<file path="config.mk">
export PLATFORM = sky130hd
export DESIGN_NAME = ae350_aopd_rstreq_seq
export DESIGN_NICKNAME = d
export VERILOG_FILES = /design/src/rtl/ae350_aopd_pkg.sv /design/src/rtl/ae350_aopd_sync2.sv /design/src/rtl/ae350_aopd_rstreq_seq.sv
export SDC_FILE = /design/constraint.sdc
export NUM_CORES = 1
export LEC_CHECK = 0
export BUFFER_PORTS_ARGS = -buffer_cell sky130_fd_sc_hd__buf_2
export CAP_MARGIN = 20
export CORE_ASPECT_RATIO = 0.9
export CORE_MARGIN = 5
export CORE_UTILIZATION = 30
export DETAILED_ROUTE_END_ITERATION = 16
export GPL_ROUTABILITY_DRIVEN = 0
export PLACE_DENSITY = 0.53
export SETUP_SLACK_MARGIN = 0.02
export SLEW_MARGIN = 20
export SYNTH_ARGS = -nofsm -noshare
export SYNTH_HDL_FRONTEND = slang
export SYNTH_SLANG_ARGS = --single-unit
</file>
<file path="constraint.sdc">
create_clock -name clk_32k -period 2.07 [get_ports clk_32k]
set_clock_uncertainty 0.1 [all_clocks]
set_input_delay 0.207 -clock clk_32k [delete_from_list [all_inputs] [get_ports clk_32k]]
set_output_delay 0.207 -clock clk_32k [all_outputs]
set_load 0.005 [all_outputs]
</file>
<file path="src/rtl/ae350_aopd_pkg.sv">
// Shared definitions for the always-on power-domain (AOPD) reset-request path.
//   rq_state_e : reset-request sequencer states
//   RSN_*      : bit positions inside the sticky rst_reason vector
package ae350_aopd_pkg;

  typedef enum logic [1:0] {
    RQ_IDLE,
    RQ_HOLD,
    RQ_WAIT,
    RQ_COOL
  } rq_state_e;

  localparam int RSN_EXT = 0;
  localparam int RSN_WDT = 1;
  localparam int RSN_SW  = 2;
  localparam int RSN_W   = 3;

endpackage : ae350_aopd_pkg

</file>
<file path="src/rtl/ae350_aopd_sync2.sv">
// Two-flop synchroniser for one asynchronous level into the clk_32k domain.
// Both flops reset to RST_VAL, which is the inactive level of the input, so no
// spurious request is seen while the always-on domain leaves reset.
// Ports:
//   clk_32k          in  always-on clock
//   por_dbg_mix_rstn in  asynchronous active-low reset
//   d                in  asynchronous level
//   q                out synchronised level
module ae350_aopd_sync2 #(
  parameter logic RST_VAL = 1'b0
) (
  input  logic clk_32k,
  input  logic por_dbg_mix_rstn,
  input  logic d,
  output logic q
);

  logic meta;

  // NOTE: sequential state uses non-blocking assignments so every flop samples
  // the pre-edge value of its neighbour; blocking here would collapse the chain.
  always_ff @(posedge clk_32k or negedge por_dbg_mix_rstn) begin
    if (!por_dbg_mix_rstn) begin
      meta <= RST_VAL;
      q    <= RST_VAL;
    end else begin
      meta <= d;
      q    <= meta;
    end
  end

endmodule : ae350_aopd_sync2

</file>
<file path="src/rtl/ae350_aopd_rstreq_seq.sv">
// Always-on reset-request sequencer (initiator side of the AOPD reset path).
// Merges external-pin, watchdog and software reset requests, stretches the core
// reset for HOLD_CYC cycles, waits up to TMO_CYC cycles for core_rdy, then blanks
// new requests for COOL_CYC cycles. The request sources and any timeout are kept
// as sticky flags for software until a reason_clr rising edge.
// Optional feature macro: AOPD_RSTREQ_DEBOUNCE_EN (ext pin must be low for
// DBNC_CYC synced cycles before it counts as a request).
// Ports:
//   clk_32k          in  32.768 kHz always-on clock
//   por_dbg_mix_rstn in  asynchronous active-low reset
//   ext_rstn_pad     in  external reset pin, async, active-low
//   wdt_rst_req      in  watchdog request, async level, active-high
//   sw_rst_req       in  software request, pclk-domain level, active-high
//   core_rdy         in  core domain out of reset, async level
//   reason_clr       in  async level; synced rising edge clears the sticky flags
//   core_rstn_out    out registered active-low reset to the core domain
//   rst_busy         out high whenever the sequencer is not idle
//   rst_reason       out sticky {sw, wdt, ext} request record
//   timeout_flag     out sticky; set when waiting for core_rdy timed out
module ae350_aopd_rstreq_seq
  import ae350_aopd_pkg::*;
#(
  parameter int HOLD_CYC = 32,
  parameter int TMO_CYC  = 1024,
  parameter int COOL_CYC = 16,
`ifdef AOPD_RSTREQ_DEBOUNCE_EN
  parameter int DBNC_CYC = 8,
`endif
  parameter int CNT_W    = 11
) (
  input  logic             clk_32k,
  input  logic             por_dbg_mix_rstn,
  input  logic             ext_rstn_pad,
  input  logic             wdt_rst_req,
  input  logic             sw_rst_req,
  input  logic             core_rdy,
  input  logic             reason_clr,
  output logic             core_rstn_out,
  output logic             rst_busy,
  output logic [RSN_W-1:0] rst_reason,
  output logic             timeout_flag
);

  localparam logic [CNT_W-1:0] HOLD_END = CNT_W'(HOLD_CYC - 1);
  localparam logic [CNT_W-1:0] TMO_END  = CNT_W'(TMO_CYC - 1);
  localparam logic [CNT_W-1:0] COOL_END = CNT_W'(COOL_CYC - 1);

  logic ext_s, wdt_s, sw_s, rdy_s, clr_s, clr_d;
  logic ext_lo, req, clr_edge;
  logic [RSN_W-1:0] req_vec;

  rq_state_e        state, state_nxt;
  logic [CNT_W-1:0] cnt, cnt_nxt, cnt_term;
  logic             boot, tmo_set;

  // ---------------------------------------------------------------- sync
  ae350_aopd_sync2 #(.RST_VAL(1'b1)) u_sync_ext (
    .clk_32k(clk_32k), .por_dbg_mix_rstn(por_dbg_mix_rstn), .d(ext_rstn_pad), .q(ext_s));
  ae350_aopd_sync2 #(.RST_VAL(1'b0)) u_sync_wdt (
    .clk_32k(clk_32k), .por_dbg_mix_rstn(por_dbg_mix_rstn), .d(wdt_rst_req), .q(wdt_s));
  ae350_aopd_sync2 #(.RST_VAL(1'b0)) u_sync_sw (
    .clk_32k(clk_32k), .por_dbg_mix_rstn(por_dbg_mix_rstn), .d(sw_rst_req), .q(sw_s));
  ae350_aopd_sync2 #(.RST_VAL(1'b0)) u_sync_rdy (
    .clk_32k(clk_32k), .por_dbg_mix_rstn(por_dbg_mix_rstn), .d(core_rdy), .q(rdy_s));
  ae350_aopd_sync2 #(.RST_VAL(1'b0)) u_sync_clr (
    .clk_32k(clk_32k), .por_dbg_mix_rstn(por_dbg_mix_rstn), .d(reason_clr), .q(clr_s));

  // Third flop on the clear path: a level held high clears only once.
  always_ff @(posedge clk_32k or negedge por_dbg_mix_rstn) begin
    if (!por_dbg_mix_rstn) clr_d <= 1'b0;
    else                   clr_d <= clr_s;
  end

  assign clr_edge = clr_s & ~clr_d;

  // ------------------------------------------------------- ext pin filter
`ifdef AOPD_RSTREQ_DEBOUNCE_EN
  localparam int              DB_W   = $clog2(DBNC_CYC + 1);
  localparam logic [DB_W-1:0] DB_END = DB_W'(DBNC_CYC);

  logic [DB_W-1:0] db_cnt;

  // Counts consecutive low samples before this one; the current sample must
  // also be low, so a low run of DBNC_CYC+1 samples is needed and any high
  // sample drops the request at once.
  always_ff @(posedge clk_32k or negedge por_dbg_mix_rstn) begin
    if (!por_dbg_mix_rstn)  db_cnt <= '0;
    else if (ext_s)         db_cnt <= '0;
    else if (db_cnt != DB_END) db_cnt <= db_cnt + 1'b1;
  end

  assign ext_lo = ~ext_s & (db_cnt == DB_END);
`else
  assign ext_lo = ~ext_s;
`endif

  // NOTE: every signal written in always_comb gets a default first, so no path
  // leaves it unassigned and no latch is inferred.
  always_comb begin
    req_vec          = '0;
    req_vec[RSN_EXT] = ext_lo;
    req_vec[RSN_WDT] = wdt_s;
    req_vec[RSN_SW]  = sw_s;
  end

  assign req = |req_vec;

  // ------------------------------------------------------------------ FSM
  // The counter saturates at the terminal value of the current state; in
  // practice every terminal count also triggers a state change that clears it.
  always_comb begin
    cnt_term = '0;
    case (state)
      RQ_HOLD: cnt_term = HOLD_END;
      RQ_WAIT: cnt_term = TMO_END;
      RQ_COOL: cnt_term = COOL_END;
      default: cnt_term = '0;
    endcase
  end

  always_comb begin
    state_nxt = state;
    cnt_nxt   = (cnt == cnt_term) ? cnt : cnt + 1'b1;
    tmo_set   = 1'b0;
    case (state)
      RQ_IDLE: begin
        cnt_nxt = cnt;
        if (req) begin
          state_nxt = RQ_HOLD;
          cnt_nxt   = '0;
        end
      end
      RQ_HOLD: begin
        if (req) begin
          cnt_nxt = '0;              // stretch while any request persists
        end else if (cnt == HOLD_END) begin
          state_nxt = RQ_WAIT;
          cnt_nxt   = '0;
        end
      end
      RQ_WAIT: begin
        if (req) begin
          state_nxt = RQ_HOLD;       // re-assert the core reset
          cnt_nxt   = '0;
        end else if (rdy_s) begin
          state_nxt = RQ_COOL;
          cnt_nxt   = '0;
        end else if (cnt == TMO_END) begin
          state_nxt = RQ_COOL;
          cnt_nxt   = '0;
          tmo_set   = 1'b1;
        end
      end
      RQ_COOL: begin
        // boot: the post-reset COOL lasts a single cycle.
        if (boot || cnt == COOL_END) begin
          state_nxt = RQ_IDLE;
          cnt_nxt   = '0;
        end
      end
      default: begin
        state_nxt = RQ_COOL;
        cnt_nxt   = '0;
      end
    endcase
  end

  always_ff @(posedge clk_32k or negedge por_dbg_mix_rstn) begin
    if (!por_dbg_mix_rstn) begin
      state         <= RQ_COOL;
      cnt           <= '0;
      boot          <= 1'b1;
      core_rstn_out <= 1'b0;
      rst_reason    <= '0;
      timeout_flag  <= 1'b0;
    end else begin
      state         <= state_nxt;
      cnt           <= cnt_nxt;
      boot          <= 1'b0;
      // Registered from the next state so the core reset has no comb glitches.
      core_rstn_out <= (state_nxt != RQ_HOLD);
      // A set in the same cycle as the clear edge wins for that bit.
      rst_reason    <= (clr_edge ? '0 : rst_reason) | req_vec;
      timeout_flag  <= (clr_edge ? 1'b0 : timeout_flag) | tmo_set;
    end
  end

  assign rst_busy = (state != RQ_IDLE);

endmodule : ae350_aopd_rstreq_seq

</file>
# --- After elaboration in Yosys (flattened, before gate mapping) ---
# Cells that the tools add are included.
word_totals:
  output_inout_bits: 6
  register_bits: 30
  in_bits: 7
  word_cells: 60
classes:
  mux: 24
  bitwise_logic: 5
  addsub: 1
  n_reduce_logical: 4
  eq_ne: 9
ops:
  columns: ["operator", "n"]
  rows:
  - ["11-bit 2-to-1 mux", 8]
  - ["11-bit one-hot mux with 4 select lines", 1]
  - ["10-bit one-hot mux with 3 select lines", 1]
  - ["2-bit 2-to-1 mux", 7]
  - ["11-bit by 1-bit adder with 11-bit output (second input constant)", 1]
  - ["11-bit by 10-bit == test with 1-bit output (second input constant)", 1]
  - ["11-bit == test", 1]
  - ["11-bit by 4-bit == test with 1-bit output (second input constant)", 1]
  - ["11-bit by 5-bit == test with 1-bit output (second input constant)", 1]
  - ["2-bit one-hot mux with 4 select lines", 1]
  - ["1-bit 2-to-1 mux", 5]
  - ["2-bit == test (second input constant)", 2]
  - ["3-bit 2-to-1 mux", 1]
  - ["3-bit OR", 1]
  - ["3-bit OR reduction", 1]
  - ["2-bit by 1-bit == test with 1-bit output (second input constant)", 1]
  - ["2-bit zero test", 1]
  - ["2-bit by 1-bit inequality test with 1-bit output (second input constant)", 1]
  - ["2-bit inequality test (second input constant)", 1]
  - ["1-bit NOT", 2]
  - ["2-bit nonzero test", 1]
  - ["1-bit bitwise AND", 1]
  - ["1-bit logical OR", 1]
  - ["1-bit OR", 1]

# --- Depth between registers and ports, before layout ---
# Gate-level depths: netlist of run 1.
depth:
  depth_word: 8
  ltp_mapped: 9
  depth_no_buf: 8

# --- By module ---
# A second synthesis of run 1 with hierarchy kept.
hier_totals:
  hier_cells: 159
  hier_area_um2: 1639.1
by_module_without_submodules:
  columns: ["module", "seq_area_each_um2", "n_inst", "area_each_um2", "cells_per_inst"]
  rows:
  - ["ae350_aopd_rstreq_seq", 504.2, 1, 1386.3, 149]
  - ["ae350_aopd_sync2 (u_sync_clr ...)", 50.0, 4, 50.0, 2]
  - ["ae350_aopd_sync2 (u_sync_ext)", 52.6, 1, 52.6, 2]

# --- Worst setup path before layout of run 1 ---
# OpenSTA, ideal clock, no wires.
synth_timing:
  path_kind: "reg2reg"
  from: "reg state[0]"
  to: "reg cnt[1]"
  slack_ps: -202
  path_buffers: 1
  stages_incl_launch_ff: 8
  synth_period_minus_slack_ps: 2272
  setup_ps: 126
  arrival_time_ps: 2046
  t_required_ps: 1844
  cell_sequence: "dfstp_2 -> inv_1 -> ha_1 -> xor2_1 -> a2111o_1 -> buf_6 -> and2_4 -> a221o_1"
synth_via:
  elab_chain_len: 8
  word_cells_on_any_way: 15
  classes_between: "eq/ne (5); mux (9); reduce/logical (1)"
synth_lines:
  columns: ["element", "line", "rtl"]
  rows:
  - ["start: declaration", "ae350_aopd_rstreq_seq.sv:52", "rq_state_e state, state_nxt;"]
  - ["start signal: assignment", "ae350_aopd_rstreq_seq.sv:177", "state <= state_nxt;"]
  - ["2-bit == test / 2-bit by 1-bit == test with 1-bit output (equally long branches)", "ae350_aopd_rstreq_seq.sv:113, ae350_aopd_rstreq_seq.sv:125", null]
  - ["10-bit one-hot mux with 3 select lines", "ae350_aopd_rstreq_seq.sv:113", "case (state)"]
  - ["11-bit == test", "ae350_aopd_rstreq_seq.sv:123", "cnt_nxt = (cnt == cnt_term) ? cnt : cnt + 1'b1;"]
  - ["11-bit 2-to-1 mux", "ae350_aopd_rstreq_seq.sv:123", null]
  - ["11-bit 2-to-1 mux", "ae350_aopd_rstreq_seq.sv:148", "end else if (cnt == TMO_END) begin"]
  - ["11-bit 2-to-1 mux", "ae350_aopd_rstreq_seq.sv:145", "end else if (rdy_s) begin"]
  - ["11-bit 2-to-1 mux", "ae350_aopd_rstreq_seq.sv:142", "if (req) begin"]
  - ["11-bit one-hot mux with 4 select lines", "ae350_aopd_rstreq_seq.sv:125", "case (state)"]
  - ["end signal: assignment", "ae350_aopd_rstreq_seq.sv:178", "cnt <= cnt_nxt;"]
  - ["end: declaration", "ae350_aopd_rstreq_seq.sv:53", "logic [CNT_W-1:0] cnt, cnt_nxt, cnt_term;"]
# Several ways; a longest one is shown, not always the timed one.
# A chain may end at the register's enable or synchronous reset.

# --- Worst setup path after layout of run 1 ---
layout_timing:
  from: "reg state[0]"
  to: "reg cnt[7]"
# The elaborated chain is that of the path after synthesis.

==> flow_metrics.env, run 1 <==
export IMPL_hold_violations=0
export IMPL_dp_slack_ns=-0.247
export IMPL_cts_buffer_depth=2
export IMPL_max_slew_margin_pct=56.5
export IMPL_ant_nets=0
export IMPL_yosysWarnings=0
export IMPL_rrSetupSlack_ns=-0.10
export IMPL_worst_setup_path_end_kind="register"
export IMPL_criticalPathCategory="reg2reg"
export IMPL_synth_edf_count=0
export IMPL_drive_above_1_share_pct=47.7
export IMPL_met3WireLength_um=175
export IMPL_postSynthCellCount=146
export IMPL_setup_viol=7
export IMPL_p_leak_nw=1.02
export IMPL_fin_cells=283
export IMPL_rsz0062_at_grt="true"
export IMPL_synth_seq_cells=30
export IMPL_cp_start_kind="register"
export IMPL_core_area_mm2=0.00492
export IMPL_antenna_found_initial=0
export IMPL_syn_nets=159
export IMPL_worst_pin_slew_ns=0.652
export IMPL_clock_latency_ns=0.29
export IMPL_failed_checks="setup timing"
export IMPL_numCtsBuffers=5
export IMPL_cap_viol_max_count=0
export IMPL_slowest_delay_ns=0.57
export IMPL_finalCriticalPeriod_ns=2.17
export IMPL_avgSynthCellArea_um2=10.6
export IMPL_path_clk_slew_ns=0.07
export IMPL_cp_max_fo=5
export IMPL_row_count=24
export IMPL_synth_ff_type="dfrtp_1"
export IMPL_status="finished with violations"
export IMPL_first_pass_iters=4
export IMPL_fmax_mhz=460
export IMPL_die_h_um=78.0
export IMPL_drt_total_wl_um=4140
export IMPL_root_buffer="clkbuf_8"
export IMPL_irDropWorstVdd_uv=229
export IMPL_finalCritPeriodShare_pct=105
export IMPL_wire_per_inst_um=14.6
export IMPL_grt_pass1_wl_um=6810
export IMPL_path_depth=8
export IMPL_hold_ws_ns=0.249
export IMPL_grt_overflow=0
export IMPL_critPathTopFamily="simple AND/OR/NAND/NOR gates"
export IMPL_yosysUniqueCellTypes=46
export IMPL_path_buf_inv=1
export IMPL_dr_max_layer_used="met4"
export IMPL_area_delta_synth_final_pct=48.0
export IMPL_initial_core_util_pct=31.3
export IMPL_die_x_um=85.6
export IMPL_cts_num_sinks=30
export IMPL_viasPerCell=5.03
export IMPL_r2r_start="state[0]"
export IMPL_grt_max_degree=31
export IMPL_die_area_mm2=0.00667
export IMPL_dr_first_iter_drc_count=72
export IMPL_place_inst=256
export IMPL_reg2reg_depth=8
export IMPL_place_hpwl_um=2870
export IMPL_htree_levels=2
export IMPL_async_reset_ff_share_pct=100
export IMPL_crit_path_start="state[0]"
export IMPL_finalMaxSlewViolations=0
export IMPL_hp_class="reg2reg"
export IMPL_grt_usage_pct=13.0
export IMPL_portBuffers=12
export IMPL_drc=0
export IMPL_grt_pass1_vias=1432
export IMPL_layout_setup_ws_ns=-0.103
export IMPL_worstPathRequired_ns=2.19
export IMPL_setup_tns_ns=-0.460
export IMPL_cp_slowest_cell="dfstp_2"
export IMPL_cp_endpoint="cnt[7]"
export IMPL_antenna_cells=0
export IMPL_cts_tree="built"
export IMPL_ios=13
export IMPL_num_vias=1423
export IMPL_r2r_end="cnt[7]"
export IMPL_syn_cell_area_mm2=0.00154
export IMPL_seq_area_frac_synth_pct=49.1
export IMPL_final_nets=230
export IMPL_crit_chain="inv_4 -> ha_4 -> nor3b_4 -> a32oi_2 -> a2111o_1 -> nand2_1 -> or4b_1 -> nand3_1"
export IMPL_arrival_ns=2.30
export IMPL_wl_met1_um=1850
export IMPL_wl_met2_um=2070
export IMPL_cellPowerDensity_mw_per_mm2=544
cells by family (layout without fill, tap and decap cells):
family / count (synthesis) / count (layout) / synth area share [%]
compound gates: 29 / 30 / 15.7
fa+ha+maj: 6 / 6 / 4.87
other cells: 1 / 1 / 0.243
flops: 30 / 30 / 49.1
buf+inv: 12 / 83 / 5.68
simple gates: 67 / 67 / 23.9
xor+xnor: 1 / 1 / 0.568
cell usage in the layout, fill, tap and decap left out, types with 2 or more instances in the layout:
cell type / netlist / routed
buf_4: 1 / 49
dfrtp_1: 25 / 25
nand2_1: 18 / 18
nand3_1: 16 / 14
buf_2: 1 / 12
a31oi_1: 9 / 8
nor2_1: 8 / 8
dlygate4sd3_1: 0 / 6
dfstp_2: 5 / 5
clkbuf_8: 0 / 5
ha_4: 0 / 4
nor3_1: 3 / 3
o211ai_1: 3 / 3
inv_1: 6 / 2
inv_4: 0 / 2
and3_1: 3 / 2
nand4b_1: 2 / 2
inv_2: 0 / 2
nand2b_1: 2 / 2
a21o_1: 2 / 2
o21ai_0: 2 / 2
a32oi_2: 0 / 2
nand3_2: 0 / 2
and3_4: 0 / 2
a2111o_1: 1 / 2
and2_4: 1 / 2
a221o_1: 2 / 2
ha_1: 6 / 2
buf_6: 1 / 2
cell usage after synthesis, types with 2 or more instances:
library cell | count | share of area (%)
and3_1 | 3 | 1.2
a32oi_1 | 2 | 1.1
o21ai_0 | 2 | 0.65
ha_1 | 6 | 4.9
o211ai_1 | 3 | 1.5
a31oi_1 | 9 | 3.7
and4_1 | 2 | 1.1
dfstp_2 | 5 | 8.5
nor3_1 | 3 | 0.97
nand3_1 | 16 | 5.2
nand2_1 | 18 | 4.4
and3_2 | 2 | 0.97
nor2_1 | 8 | 1.9
nand4b_1 | 2 | 1.1
nand2b_1 | 2 | 0.81
a21o_1 | 2 | 0.97
a221o_1 | 2 | 1.3
and2_2 | 2 | 0.97
inv_1 | 6 | 1.5
dfrtp_1 | 25 | 41
power by group:
part / total (mW) / internal [mW] / switching [mW]
clock: 0.480 / 0.236 / 0.244
combinational: 0.130 / 0.0713 / 0.0588
sequential: 0.631 / 0.614 / 0.0168
total: 1.24 / 0.921 / 0.319
layout make-up:
class,instances,area (µm²)
Clock buffer,5,68.8
Clock inverter,3,21.3
Fill cell,475,2640
Inverter,6,27.5
Multi-Input combinational cell,105,815
Sequential cell,30,757
Tap cell,65,81.3
Timing Repair Buffer,69,510
state kept, by name, summed over array words and instances (netlist names):
register,flops
u_sync_wdt.q,1
state,2
cnt,11
u_sync_clr.q,1
u_sync_wdt.meta,1
u_sync_ext.meta,1
u_sync_ext.q,1
clr_d,1
u_sync_rdy.meta,1
core_rstn_out,1
boot,1
timeout_flag,1
rst_reason,3
u_sync_rdy.q,1
u_sync_clr.meta,1
u_sync_sw.meta,1
u_sync_sw.q,1
what timing repair did:
| action | in CTS | in global routing |
|---|---|---|
| pin swaps | 12 | 4 |
| endpoints found under the hold margin | 30 | 0 |
| cloned | 1 | 0 |
| hold buffers | 6 | 0 |
| setup endpoints to repair | 11 | 12 |
| resized for setup | 10 | 5 |
| setup buffers | 10 | 2 |
through the flow:
step                cell area, µm²  util [%]  power (mW)
finish                        2280      46.3        1.24
global route                  2280      46.3        1.31
CTS                           2240      45.5        1.25
detailed placement            1960      39.7       0.736
global placement              1960      39.7       0.730
floorplan                     1600         -       0.680
per-layer routing:
layer  GRT usage (%)  up-vias
met3            3.81        6
met4            3.96        0
met1            16.2      701
met2            21.5       34
li1                -      682
met5               0        -
worst min path at each step:
| stage | from | to | slack [ns] | depth (start not counted) |
|---|---|---|---|---|
| 4_1_cts | u_sync_rdy.meta | u_sync_rdy.q | 0.25 | 0 |
| 3_5_place_dp | por_dbg_mix_rstn | u_sync_clr.meta | 0.19 | 1 |
| 2_1_floorplan | por_dbg_mix_rstn | clr_d | -0.19 | 0 |
| 3_3_place_gp | por_dbg_mix_rstn | u_sync_clr.meta | 0.16 | 1 |
| 6_report | u_sync_wdt.meta | u_sync_wdt.q | 0.25 | 0 |
| 5_1_grt | u_sync_ext.meta | u_sync_ext.q | 0.26 | 0 |
worst register-to-register path, delay by kind of cell, from the launching register on:
| family | cells | cell delay, ns |
|---|---|---|
| DFF | 1 | 0.57 |
| adders and majority gates | 1 | 0.17 |
| and+or+nand+nor | 4 | 0.78 |
| AOI/OAI and AO/OA | 2 | 0.42 |
| buffers and inverters | 1 | 0.07 |
Note: power is estimated with default switching activity, not from simulation.
==> inputs of run 2 (changes only) <==
- PLACE_DENSITY: 0.53 -> 0.58
==> flow_metrics.env, run 2 (synthesis results as in run 1) <==
export IMPL_num_vias=1401
export IMPL_final_util_pct=44.8
export IMPL_grt_overflow=0
export IMPL_irDropWorstVdd_uv=436
export IMPL_ant_nets=0
export IMPL_setup_viol=12
export IMPL_r2r_start="state[1]"
export IMPL_final_cell_mix="45 x buf_4, 25 x dfrtp_1, 17 x nand2_1"
export IMPL_final_common_cell="buf_4"
export IMPL_crit_path_start="state[1]"
export IMPL_fillers=472
export IMPL_status="finished with violations"
export IMPL_reg2reg_depth=8
export IMPL_first_pass_iters=4
export IMPL_grt_busiest_layer="met2"
export IMPL_drc=0
export IMPL_portBuffers=12
export IMPL_path_clk_slew_ns=0.07
export IMPL_area_delta_synth_final_pct=43.3
export IMPL_row_count=24
export IMPL_largest_reg_flops=11
export IMPL_cellPowerDensity_mw_per_mm2=558
export IMPL_finalCriticalPeriod_ns=2.18
export IMPL_grt_usage_pct=12.2
export IMPL_grt_pass1_vias=1392
export IMPL_finalCritPeriodShare_pct=106
export IMPL_dp_slack_ns=-0.181
export IMPL_criticalPathCategory="reg2reg"
export IMPL_hp_class="reg2reg"
export IMPL_cp_start_kind="register"
export IMPL_grt_use_met1_pct=16.3
export IMPL_r2r_end="cnt[6]"
export IMPL_regMostFlops="cnt"
export IMPL_clock_latency_ns=0.28
export IMPL_cts_tree="built"
export IMPL_rsz0062_at_grt="true"
export IMPL_die_h_um=78.0
export IMPL_gr_usage_met2_pct=19.3
export IMPL_die_area_mm2=0.00667
export IMPL_htree_levels=2
export IMPL_slowest_delay_ns=0.59
export IMPL_failed_checks="setup timing"
export IMPL_grtUsageMet3_pct=3.18
export IMPL_rrSetupSlack_ns=-0.11
export IMPL_setup_tns_ns=-0.707
export IMPL_core_area_mm2=0.00492
export IMPL_drt_total_wl_um=3870
export IMPL_cap_viol_max_count=0
export IMPL_p_leak_nw=0.994
export IMPL_cts_buffer_depth=2
export IMPL_fin_cells=277
export IMPL_cp_max_fo=5
export IMPL_crit_chain="ha_1 -> nand2b_1 -> a31oi_2 -> a41oi_2 -> o31ai_4 -> buf_4 -> or3b_1 -> nand3_1"
export IMPL_max_slew_margin_pct=56.1
export IMPL_numCtsBuffers=5
export IMPL_cp_endpoint="cnt[6]"
export IMPL_antenna_found_initial=0
export IMPL_fmax_mhz=458
export IMPL_dr_first_iter_drc_count=132
export IMPL_wire_per_inst_um=14.0
export IMPL_layout_setup_ws_ns=-0.114
export IMPL_die_x_um=85.6
export IMPL_place_inst=254
export IMPL_arrival_ns=2.30
export IMPL_antenna_cells=0
export IMPL_final_nets=224
export IMPL_grt_pass1_wl_um=6470
export IMPL_root_buffer="clkbuf_8"
export IMPL_worst_setup_path_end_kind="register"
export IMPL_grt_max_degree=31
export IMPL_worstHoldPathCells=0
export IMPL_cts_num_sinks=30
export IMPL_worstPathRequired_ns=2.19
export IMPL_ios=13
export IMPL_initial_core_util_pct=31.3
export IMPL_place_hpwl_um=2780
export IMPL_finalMaxSlewViolations=0
export IMPL_largest_registers="cnt: 11 flops, rst_reason: 3 flops, state: 2 flops"
export IMPL_viasPerCell=5.06
export IMPL_drive_above_1_share_pct=45.8
export IMPL_cp_slowest_cell="dfstp_2"
export IMPL_hold_violations=0
export IMPL_worst_pin_slew_ns=0.659
-- run 2: cell types whose count changed in the layout (fill, tap and decap cells not counted), sizes merged --
cell,delta
clkinv,-1
a2111o,-1
buf,-5
clkbuf,+1
-- run 2: repair_timing --
item                                    CTS  global route
hold buffers                              6             0
endpoints found under the setup margin   12            13
setup buffers                             3             6
pin swaps                                 4             8
resized for setup                         2             9
endpoints found under the hold margin    30             0
-- run 2: report_power, final --
part	total (mW)	internal (mW)	leakage, nW	switching (mW)
Combinational	0.111	0.0578	0.579	0.0527
Clock	0.490	0.267	0.0472	0.224
Sequential	0.632	0.614	0.368	0.0172
-- run 2: worst min-delay path by stage --
stage                startpoint         endpoint  slack (ns)
2_1_floorplan  por_dbg_mix_rstn            clr_d       -0.19
3_3_place_gp   por_dbg_mix_rstn  u_sync_rdy.meta        0.16
3_5_place_dp   por_dbg_mix_rstn  u_sync_rdy.meta        0.19
4_1_cts         u_sync_wdt.meta     u_sync_wdt.q        0.26
5_1_grt         u_sync_ext.meta     u_sync_ext.q        0.26
6_report        u_sync_rdy.meta     u_sync_rdy.q        0.26
-- run 2: stage by stage --
stage               power (mW)  hold WS, ns  instance area [µm²]
finish                    1.23        0.258                 2210
global route              1.30        0.265                 2210
CTS                       1.24        0.259                 2130
detailed placement       0.734        0.185                 1940
global placement         0.729        0.160                 1940
floorplan                0.680       -0.189                 1600
-- run 2: critical path, delay by kind of cell (launching register included) --
| family | cells | cell delay, ns |
|---|---|---|
| flip-flops | 1 | 0.59 |
| AND/OR/NAND/NOR | 3 | 0.49 |
| buffers and inverters | 1 | 0.17 |
| AO/OA/AOI/OAI | 3 | 0.61 |
| adder cells (fa/ha/maj) | 1 | 0.17 |
-- run 2: layout make-up --
type                    count  area (µm²)  share of cell area, %
clock inverters             2        12.5                  0.567
well taps                  65        81.3                   3.68
repair buffers             64         469                   21.2
multi-input cells         104         776                   35.1
clock buffers               6        82.6                   3.74
inverters                   6        30.0                   1.36
flip-flops and latches     30         757                   34.3
-- run 2: per-layer routing --
metal	vias to the layer above	routed length, µm
li1	663	-
met5	-	0
met1	672	1720
met3	11	236
met2	55	1850
met4	0	59
